## src/rtl/qoa_slice_sequencer.sv

```systemverilog
// Feeds one packed QOA slice (plus optional LMS seed) to the decoder byte port and returns 20 decoded samples.
// Latency: first strobe 1 cycle after accept; each sample needs 4 strobes plus PROC_CYCLES of decoder work.
// Backpressure: slice_ready only in IDLE; no decoder strobe is issued while samp_valid waits on samp_ready.
module qoa_slice_sequencer #(
    parameter int PROC_CYCLES = 64,
    parameter int STROBE_GAP  = 2
) (
    input  logic         sys_clk,
    input  logic         sys_rst,
    input  logic [63:0]  slice_data,
    input  logic         lms_init,
    input  logic [127:0] lms_vec,
    input  logic         slice_valid,
    output logic         slice_ready,
    output logic [7:0]   dec_byte,
    output logic         dec_strobe,
    input  logic [7:0]   rsp_byte,
    output logic [15:0]  samp_data,
    output logic         samp_valid,
    input  logic         samp_ready,
    output logic         busy
);
    localparam int GMAX = (PROC_CYCLES > STROBE_GAP) ? PROC_CYCLES : STROBE_GAP;
    localparam int GW   = $clog2(GMAX + 1);

    typedef enum logic [3:0] {
        IDLE, LMS_CMD, LMS_HI, LMS_LO, SMP_CMD, SMP_WAIT, TX_HI, TX_LO, TX_END, OUT
    } state_t;

    state_t         state;
    logic [GW-1:0]  gap_cnt;
    logic [3:0]     sf_q;
    logic [59:0]    res_sr;
    logic [127:0]   lms_sr;
    logic [2:0]     k;
    logic [4:0]     r;
    logic [15:0]    sample_q;
    logic           hi_pend, lo_pend, cap_hi, cap_lo;
    logic           can_strobe;

    // gap_cnt reaching zero is the only gate on issuing the next strobe
    assign can_strobe = (gap_cnt == '0);

    always_ff @(posedge sys_clk) begin
        if (sys_rst) begin
            state       <= IDLE;
            gap_cnt     <= '0;
            sf_q        <= '0;
            res_sr      <= '0;
            lms_sr      <= '0;
            k           <= '0;
            r           <= '0;
            sample_q    <= '0;
            hi_pend     <= 1'b0;
            lo_pend     <= 1'b0;
            cap_hi      <= 1'b0;
            cap_lo      <= 1'b0;
            slice_ready <= 1'b0;
            dec_byte    <= '0;
            dec_strobe  <= 1'b0;
            samp_data   <= '0;
            samp_valid  <= 1'b0;
            busy        <= 1'b0;
        end else begin
            dec_strobe <= 1'b0;
            if (gap_cnt != '0)
                gap_cnt <= gap_cnt - GW'(1);

            // response byte is valid in the cycle after its strobe
            hi_pend <= 1'b0;
            lo_pend <= 1'b0;
            cap_hi  <= hi_pend;
            cap_lo  <= lo_pend;
            if (cap_hi)
                sample_q[15:8] <= rsp_byte;
            if (cap_lo)
                sample_q[7:0] <= rsp_byte;

            case (state)
                IDLE: begin
                    if (slice_ready && slice_valid) begin
                        slice_ready <= 1'b0;
                        busy        <= 1'b1;
                        sf_q        <= slice_data[63:60];
                        res_sr      <= slice_data[59:0];
                        lms_sr      <= lms_vec;
                        k           <= '0;
                        r           <= '0;
                        state       <= lms_init ? LMS_CMD : SMP_CMD;
                    end else begin
                        slice_ready <= 1'b1;
                    end
                end
                LMS_CMD: if (can_strobe) begin
                    dec_strobe <= 1'b1;
                    dec_byte   <= {4'b0000, k[1:0], k[2], 1'b0};
                    gap_cnt    <= GW'(STROBE_GAP);
                    state      <= LMS_HI;
                end
                LMS_HI: if (can_strobe) begin
                    dec_strobe <= 1'b1;
                    dec_byte   <= lms_sr[127:120];
                    gap_cnt    <= GW'(STROBE_GAP);
                    state      <= LMS_LO;
                end
                LMS_LO: if (can_strobe) begin
                    dec_strobe <= 1'b1;
                    dec_byte   <= lms_sr[119:112];
                    gap_cnt    <= GW'(STROBE_GAP);
                    lms_sr     <= {lms_sr[111:0], 16'h0000};
                    k          <= k + 3'd1;
                    state      <= (k == 3'd7) ? SMP_CMD : LMS_CMD;
                end
                SMP_CMD: if (can_strobe) begin
                    dec_strobe <= 1'b1;
                    dec_byte   <= {sf_q, res_sr[59:57], 1'b1};
                    gap_cnt    <= GW'(PROC_CYCLES);
                    res_sr     <= {res_sr[56:0], 3'b000};
                    state      <= SMP_WAIT;
                end
                SMP_WAIT: if (can_strobe)
                    state <= TX_HI;
                TX_HI: if (can_strobe) begin
                    dec_strobe <= 1'b1;
                    dec_byte   <= 8'h80;
                    gap_cnt    <= GW'(STROBE_GAP);
                    hi_pend    <= 1'b1;
                    state      <= TX_LO;
                end
                TX_LO: if (can_strobe) begin
                    dec_strobe <= 1'b1;
                    dec_byte   <= 8'h00;
                    gap_cnt    <= GW'(STROBE_GAP);
                    lo_pend    <= 1'b1;
                    state      <= TX_END;
                end
                TX_END: if (can_strobe) begin
                    dec_strobe <= 1'b1;
                    dec_byte   <= 8'h00;
                    gap_cnt    <= GW'(STROBE_GAP);
                    state      <= OUT;
                end
                OUT: begin
                    if (!samp_valid) begin
                        samp_valid <= 1'b1;
                        samp_data  <= sample_q;
                    end else if (samp_ready) begin
                        samp_valid <= 1'b0;
                        if (r == 5'd19) begin
                            busy  <= 1'b0;
                            state <= IDLE;
                        end else begin
                            r     <= r + 5'd1;
                            state <= SMP_CMD;
                        end
                    end
                end
                default: state <= IDLE;
            endcase
        end
    end
endmodule

```

## config.mk

```make
export PLATFORM = sky130hd
export DESIGN_NAME = qoa_slice_sequencer
export DESIGN_NICKNAME = d
export VERILOG_FILES = /design/src/rtl/qoa_slice_sequencer.sv
export SDC_FILE = /design/constraint.sdc
export NUM_CORES = 1
export LEC_CHECK = 0
export ABC_AREA = 1
export CAP_MARGIN = 5
export CORE_MARGIN = 2
export CORE_UTILIZATION = 58
export CTS_BUF_LIST = sky130_fd_sc_hd__clkbuf_8
export DETAILED_ROUTE_END_ITERATION = 7
export HOLD_SLACK_MARGIN = 0.02
export PLACE_DENSITY = 0.91
export SLEW_MARGIN = 0
export SYNTH_ARGS = -nofsm -noshare
export SYNTH_HDL_FRONTEND = slang
export SYNTH_SLANG_ARGS = --single-unit
```

## constraint.sdc

```tcl
create_clock -name sys_clk -period 3.9 [get_ports sys_clk]
set_input_delay 0.39 -clock sys_clk [delete_from_list [all_inputs] [get_ports sys_clk]]
set_output_delay 0.39 -clock sys_clk [all_outputs]
set_load 0.02 [all_outputs]
```

==> reports/results.ini, run 1 <==
[floorplanning]
die_y_um = 145
dieArea_um2 = 21000
ios = 233
die_x_um = 145
row_count = 51
core_area_um2 = 19500
initial_core_util_pct = 59.2

[timing]
fin_skew_ns = 0.0247
finalMaxSlewViolations = 0
timing.final.ws_setup_ns = 1.46
setup_violations = 0
rsz0062_at_grt = false
clock.fmax_mhz = 411
min_period_over_period_pct = 62.5
tns_ns = 0
hold_viol_final = 0
tightest_slew_ns = 1.18
max_slew_margin_pct = 21.0
fin_worst_hold_slack_ns = 0.405
fin_crit_ns = 2.44

[finish]
fin_cells = 2043
area_growth_pct = 26.4
final_cell_mix = nand2_1 (498), dfxtp_1 (259), clkdlybuf4s50_1 (232)
layout.nets = 1959
final_common_cell = nand2_1
diodes = 0
layout-drive-gt1-share_pct = 5.74
stdcell_area_um2 = 14600
fin_util_pct = 74.8
fillCellCount = 1400

[cts]
cts_tree = yes
post-cts-setup-buffers = 0
clock_tree.root_cell = clkbuf_8
cts_hold_buffers = 0
htreeDepth = 2
cts.path.max_buffers = 3
numCtsBuffers = 42
path_clk_slew_ns = 0.06
clk_latency_ns = 0.54
cts_sinks = 259
postCtsResizedCells = 0

[synth]
synth_cell_types = 32
yosysSeqAreaShare_pct = 45.0
synth_edf_count = 0
synth_warnings = 0
avgSynthCellArea_um2 = 7.31
syn_area_um2 = 11500
synth-seq-cells = 259
async_reset_ff_share_pct = 0
syn-instance-count = 1576
synth_ff_type = dfxtp_1
synthesis.nets = 1786

[critical_path]
endpoint_kind = flip-flop
crit_arrival_ns = 2.85
crit_required_ns = 4.31
path_class = flip-flop to flip-flop
cp_max_fo = 85
start_kind = flip-flop

[global_routing]
grt_pass1_vias = 10500
antenna_found_initial = 2
grt_pass1_wl_mm = 50.9
overflow = 0
grt_max_degree = 134
grt_usage_pct = 28.8

[placed_design]
dp.cells = 1970
dp_hpwl_mm = 20.4
portBuffers = 232
gp_congestion = 0.909
postPlaceCellArea_um2 = 13700
pre_cts_ws_ns = 1.36

[run_status]
status = completed

[detailed_routing]
via_per_inst = 5.48
vias = 11200
drc = 0
ant_nets = 0
wire_per_inst_um = 15.2
wl_mm = 31.0
first_pass_iters = 5
drtIter0Drc = 950

[power]
powerDensity_nw_per_um2 = 602
peakVddDrop_v = 0.000505
power_mw = 8.76
p_leak_nw = 6.81

[run]
maxCapViolCount = 0

[worst_hold_path]
hold_class = flip-flop to flip-flop

==> worst paths after layout <==
check / from / to / slack (ns) / cells past startpoint
worst min register to register: lo_pend$_SDFF_PP0_ / cap_lo$_SDFF_PP0_ / 0.40 / 2
worst max register to register: gap_cnt[0]$_SDFF_PP0_ / lms_sr[91]$_SDFFE_PP0P_ / 1.46 / 9
worst min-delay path: lo_pend$_SDFF_PP0_ / cap_lo$_SDFF_PP0_ / 0.40 / 2
worst max-delay path: gap_cnt[0]$_SDFF_PP0_ / lms_sr[91]$_SDFFE_PP0P_ / 1.46 / 9
==> layout make-up <==
type / count / area (um^2) / area share, %
Timing Repair Buffer: 242 / 2420 / 16.6
Tap cell: 265 / 332 / 2.28
Inverter: 54 / 208 / 1.43
Sequential cell: 259 / 5180 / 35.6
Clock inverter: 21 / 119 / 0.816
Clock buffer: 52 / 716 / 4.92
Multi-Input combinational cell: 1150 / 5580 / 38.3
==> synthesized netlist by cell type, types with 6 or more instances <==
| cell type | n | area, um^2 |
|---|---|---|
| a21oi_1 | 60 | 300 |
| buf_2 | 63 | 315 |
| buf_4 | 9 | 67.6 |
| clkbuf_1 | 31 | 116 |
| dfxtp_1 | 259 | 5180 |
| inv_1 | 44 | 165 |
| inv_2 | 10 | 37.5 |
| nand2_1 | 499 | 1870 |
| nand2_2 | 6 | 37.5 |
| nand3_1 | 144 | 721 |
| nor2_1 | 192 | 721 |
| o211a_1 | 109 | 1090 |
| o21ai_0 | 63 | 315 |
| o21ai_1 | 47 | 235 |
==> critical path, cell delays in order (launching register included) <==
cell and delay (ns):
dfxtp_1 0.30, inv_1 0.10, ha_1 0.19, nand2_1 0.14, nor2_4 0.23, nand2_1 0.20, nand2_8 0.40, buf_4 0.45
nand3_1 0.13, o211a_1 0.13
==> power breakdown <==
group,leakage (nW),switching (mW),internal (mW)
sequential,2.11,0.348,3.25
clock,0.478,1.06,1.27
combinational,4.22,1.78,1.06
total,6.81,3.19,5.58
==> sequential cells by signal, indices dropped and copies added, names as in the netlist <==
signal / cells
k: 3
cap_lo: 1
lo_pend: 1
busy: 1
slice_ready: 1
hi_pend: 1
sample_q: 16
lms_sr: 128
samp_valid: 1
cap_hi: 1
r: 5
gap_cnt: 7
dec_strobe: 1
state: 4
res_sr: 60
sf_q: 4
samp_data: 16
dec_byte: 8
==> layer usage <==
metal,GRT usage (%),vias up,routed length (um)
met5,0,-,13
met3,5.25,98,2190
met2,46.9,462,14500
met1,37.4,5118,13000
met4,12.9,2,1360
li1,-,5513,-
==> kinds of logic (layout without fill, tap and decap cells) <==
family,after synthesis,count (layout),synth area share [%]
and+or+nand+nor,855,855,30.0
AOI/OAI and AO/OA,286,286,17.4
DFF,259,259,45.0
buffers and inverters,167,369,6.75
adders and majority gates,5,5,0.543
xor gates and xnor gates,4,4,0.304
Power figures use the tool's default switching activity.
==> run 2, diff against run 1 <==
--- a/config.mk
+++ b/config.mk
@@ -8,11 +8,11 @@
 export ABC_AREA = 1
 export CAP_MARGIN = 5
 export CORE_MARGIN = 2
-export CORE_UTILIZATION = 58
+export CORE_UTILIZATION = 53
 export CTS_BUF_LIST = sky130_fd_sc_hd__clkbuf_8
 export DETAILED_ROUTE_END_ITERATION = 7
 export HOLD_SLACK_MARGIN = 0.02
-export PLACE_DENSITY = 0.91
+export PLACE_DENSITY = 0.84
 export SLEW_MARGIN = 0
 export SYNTH_ARGS = -nofsm -noshare
 export SYNTH_HDL_FRONTEND = slang
==> constraint.sdc (replaced) <==
create_clock -name sys_clk -period 2.4 [get_ports sys_clk]
set_input_delay 0.24 -clock sys_clk [delete_from_list [all_inputs] [get_ports sys_clk]]
set_output_delay 0.24 -clock sys_clk [all_outputs]
set_load 0.02 [all_outputs]
==> reports/results.ini, run 2 (synthesis gave the netlist of run 1 again) <==
[run_status]
status = completed

[floorplanning]
dieArea_um2 = 22900
ios = 233
core_area_um2 = 21200
die_x_um = 151
die_y_um = 151
row_count = 53
initial_core_util_pct = 54.5

[critical_path]
reg2reg_depth = 9
start_kind = flip-flop
r2r_slack_ns = 0.25
reg2reg_from = gap_cnt[0]$_SDFF_PP0_
crit_required_ns = 2.86
timing.rr.end = lms_sr[13]$_SDFFE_PP0P_
cpPeakStageDelay_ns = 0.58
worstPathCellList = inv_1 -> ha_1 -> nand2_1 -> nor2_4 -> nand2_1 -> nand2_8 -> inv_1 -> nand2_1 -> a21oi_1
cp_max_fo = 32
cpMostUsedCell = nand2_1
critPathSlowestCell = inv_1
endpoint_kind = flip-flop
path_class = flip-flop to flip-flop
crit_arrival_ns = 2.61

[global_routing]
grt_pass1_vias = 10300
grt_use_met1_pct = 33.4
use_met2_pct = 43.4
top_usage_layer = met2
grt_usage_pct = 26.2
grtUsageMet3_pct = 5.42
antenna_found_initial = 2
grt_max_degree = 121
grt_pass1_wl_mm = 48.8
overflow = 0

[timing]
hold_viol_final = 0
tightest_slew_ns = 0.997
fin_worst_hold_slack_ns = 0.276
min_period_over_period_pct = 89.6
setup_violations = 0
timing.final.ws_setup_ns = 0.249
tns_ns = 0
finalMaxSlewViolations = 0
fin_skew_ns = 0.0137
rsz0062_at_grt = false
max_slew_margin_pct = 33.4
clock.fmax_mhz = 465
fin_crit_ns = 2.15

[cts]
htreeDepth = 2
numCtsBuffers = 42
cts_tree = yes
cts.path.max_buffers = 3
clock_tree.root_cell = clkbuf_8
postCtsResizedCells = 0
path_clk_slew_ns = 0.06
post-cts-setup-buffers = 0
cts_hold_buffers = 0
clk_latency_ns = 0.54
cts_sinks = 259

[finish]
fillCellCount = 1674
largest_register_ffs = 128
layout-drive-gt1-share_pct = 6.15
final_cell_mix = nand2_1 (498), dfxtp_1 (259), clkdlybuf4s50_1 (232)
area_growth_pct = 27.7
largestRegisters = lms_sr x128, res_sr x60
stdcell_area_um2 = 14700
register_area_um2 = 5180
layout.nets = 1971
final_common_cell = nand2_1
top_register = lms_sr
multi_input_area_um2 = 5580

[power]
peakVddDrop_v = 0.000825
combPwrFrac_pct = 33.2
swShare_pct = 36.2
internal-power_mw = 9.04
seqPwrFrac_pct = 41.2
switching_power_mw = 5.12
clockPowerShare_pct = 25.6
p_leak_nw = 6.89
powerDensity_nw_per_um2 = 963

[run]
maxCapViolCount = 0

[detailed_routing]
drtIter0Drc = 912
drc = 0
first_pass_iters = 7
wl_mm = 30.8
wire_per_inst_um = 14.9
ant_nets = 0
via_per_inst = 5.41
vias = 11200

[worst_hold_path]
min-delay-start = slice_data[2]
min_path_cells = 3
worstHoldEndpoint = res_sr[2]$_SDFFE_PP0P_
hold_class = input pin to flip-flop

[placed_design]
gp_congestion = 0.912
pre_cts_ws_ns = 0.154
postPlaceCellArea_um2 = 13900
portBuffers = 232
dp_hpwl_mm = 20.6

## run 2: worst max-delay path by stage
stage,cells after the start,startpoint,to,slack [ns]
2_1_floorplan,10,gap_cnt[0]$_SDFF_PP0_,lms_sr[100]$_SDFFE_PP0P_,0.82
3_3_place_gp,8,slice_valid,res_sr[2]$_SDFFE_PP0P_,0.24
3_5_place_dp,8,slice_valid,res_sr[1]$_SDFFE_PP0P_,0.15
4_1_cts,9,gap_cnt[0]$_SDFF_PP0_,lms_sr[13]$_SDFFE_PP0P_,0.27
5_1_grt,9,gap_cnt[0]$_SDFF_PP0_,lms_sr[14]$_SDFFE_PP0P_,0.11
6_report,9,gap_cnt[0]$_SDFF_PP0_,lms_sr[13]$_SDFFE_PP0P_,0.25
## run 2: power by group through the flow
stage                     combinational, mW  sequential, mW  clock [mW]
final                                  4.70            5.83        3.63
after global placement                 4.55            5.86           0
after CTS                              4.69            5.82        3.68
after detailed placement               4.67            5.89           0
after global routing                   5.27            5.94        3.90
after floorplan                        3.46            5.83           0
## run 2: per-layer routing
metal | vias to the layer above | wire length, um
li1 | 5547 | -
met5 | - | 12
met4 | 2 | 934
met2 | 442 | 14700
met1 | 5134 | 12600
met3 | 60 | 2560
## run 2: worst max-delay path: cells and delay by family, from the launching register on
kind / cells / cell delay [ns]
buffers and inverters: 2 / 0.64
adder cells (fa/ha/maj): 1 / 0.22
AND/OR/NAND/NOR: 5 / 0.75
AO/OA/AOI/OAI: 1 / 0.15
flip-flops: 1 / 0.31
## run 2: final cells by class
class,instances,area share (%)
Tap cell,275,2.34
Antenna cell,2,0.0340
Multi-Input combinational cell,1150,37.9
Clock inverter,20,0.578
Timing Repair Buffer,254,17.6
Inverter,54,1.41
Sequential cell,259,35.3
Clock buffer,52,4.87
## run 2: per-stage QoR
step,power [mW],std cells,utilization (%)
2_1_floorplan,9.29,1576,-
3_3_place_gp,10.4,1992,65.7
3_5_place_dp,10.6,1992,65.7
4_1_cts,14.2,2064,69.5
5_1_grt,15.1,2065,69.5
6_report,14.2,2066,69.5
==> run 3, diff against run 2 <==
--- a/config.mk
+++ b/config.mk
@@ -11,6 +11,7 @@
 export CORE_UTILIZATION = 53
 export CTS_BUF_LIST = sky130_fd_sc_hd__clkbuf_8
 export DETAILED_ROUTE_END_ITERATION = 7
+export GPL_ROUTABILITY_DRIVEN = 0
 export HOLD_SLACK_MARGIN = 0.02
 export PLACE_DENSITY = 0.84
 export SLEW_MARGIN = 0
==> reports/results.ini, run 3 (synthesis gave the netlist of run 1 again) <==
[floorplanning]
die_x_um = 151
row_count = 53
dieArea_um2 = 22900
initial_core_util_pct = 54.5
core_area_um2 = 21200
ios = 233
die_y_um = 151

[worst_hold_path]
hold_class = input pin to flip-flop

[placed_design]
dp_hpwl_mm = 20.5
portBuffers = 232

[critical_path]
crit_required_ns = 2.88
endpoint_kind = flip-flop
cp_max_fo = 25
worstPathCellList = inv_1 -> ha_1 -> nand2_1 -> nor2_4 -> nand2_1 -> nand2_8 -> inv_1 -> nand2_1 -> a21oi_1
cpPeakStageDelay_ns = 0.55
cpMostUsedCell = nand2_1
critPathSlowestCell = inv_1
start_kind = flip-flop
crit_arrival_ns = 2.63
path_class = flip-flop to flip-flop

[cts]
cts_sinks = 259
numCtsBuffers = 42
htreeDepth = 2
cts.path.max_buffers = 3
path_clk_slew_ns = 0.07
post-cts-setup-buffers = 0
clk_latency_ns = 0.55
postCtsResizedCells = 0
cts_tree = yes
clock_tree.root_cell = clkbuf_8
cts_hold_buffers = 0

[global_routing]
grt_max_degree = 121
grt_pass1_vias = 10500
grt_usage_pct = 26.5
use_met2_pct = 43.1
antenna_found_initial = 3
top_usage_layer = met2
grt_use_met1_pct = 34.1
overflow = 0
grt_pass1_wl_mm = 49.2
grtUsageMet3_pct = 5.18

[timing]
fin_crit_ns = 2.15
tns_ns = 0
tightest_slew_ns = 0.962
min_period_over_period_pct = 89.6
rsz0062_at_grt = false
hold_viol_final = 0
fin_skew_ns = 0.0362
max_slew_margin_pct = 35.8
setup_violations = 0
clock.fmax_mhz = 465
finalMaxSlewViolations = 0

[detailed_routing]
via_per_inst = 5.39
drtIter0Drc = 852
ant_nets = 0
vias = 11100
first_pass_iters = 5
wl_mm = 30.7
drc = 0
wire_per_inst_um = 14.8

[power]
powerDensity_nw_per_um2 = 965
peakVddDrop_v = 0.000682
p_leak_nw = 6.88
power_mw = 14.2

[finish]
final_common_cell = nand2_1
largestRegisters = lms_sr x128, res_sr x60
register_area_um2 = 5180
final_cell_mix = nand2_1 (498), dfxtp_1 (259), clkdlybuf4s50_1 (232)
layout.nets = 1969
layout-drive-gt1-share_pct = 6.09
fillCellCount = 1714
fin_util_pct = 69.5
largest_register_ffs = 128
multi_input_area_um2 = 5580
area_growth_pct = 27.5
top_register = lms_sr

[run_status]
status = completed

[run]
maxCapViolCount = 0

-- run 3: per-layer routing --
layer / vias to the layer above / wire length (um)
met4: 4 / 1250
met1: 5077 / 12900
met5: - / 26
li1: 5539 / -
met2: 424 / 14200
met3: 95 / 2250
-- run 3: worst max-delay path, delay by kind of cell, from the launching register on --
family	cells	cell delay [ns]
AND/OR/NAND/NOR	5	0.74
flip-flops	1	0.35
AO/OA/AOI/OAI	1	0.17
buffers and inverters	2	0.62
adder cells (fa/ha/maj)	1	0.21
-- run 3: cell type report --
cell class	count	area share, %
Multi-Input combinational cell	1150	38.0
Sequential cell	259	35.3
Timing Repair Buffer	252	17.3
Clock buffer	53	4.97
Tap cell	275	2.34
Inverter	54	1.43
Clock inverter	21	0.647
Antenna cell	1	0.0170
-- run 3: per-stage QoR --
step                hold WS (ns)  cell area (um^2)  cells  worst slack, ns
CTS                        0.231             14700   2064            0.161
detailed placement         0.397             13900   1990            0.190
global route               0.261             14700   2064           0.0180
finish                     0.253             14700   2065            0.249
global placement           0.390             13900   1990            0.230
floorplan                  0.375             11500   1576            0.816
-- run 3: final timing paths --
path | slack (ns) | from | cells after the start | to
worst max-delay path | 0.25 | gap_cnt[1]$_SDFF_PP0_ | 9 | lms_sr[1]$_SDFFE_PP0P_
worst min-delay path | 0.25 | slice_data[0] | 3 | res_sr[0]$_SDFFE_PP0P_
worst max register to register | 0.25 | gap_cnt[1]$_SDFF_PP0_ | 9 | lms_sr[1]$_SDFFE_PP0P_
worst min register to register | 0.41 | lo_pend$_SDFF_PP0_ | 2 | cap_lo$_SDFF_PP0_
-- run 3: power by group --
| part | switching, mW | leakage, nW | internal, mW |
|---|---|---|---|
| sequential | 0.561 | 2.11 | 5.29 |
| combinational | 2.87 | 4.29 | 1.77 |
| clock | 1.71 | 0.478 | 1.99 |
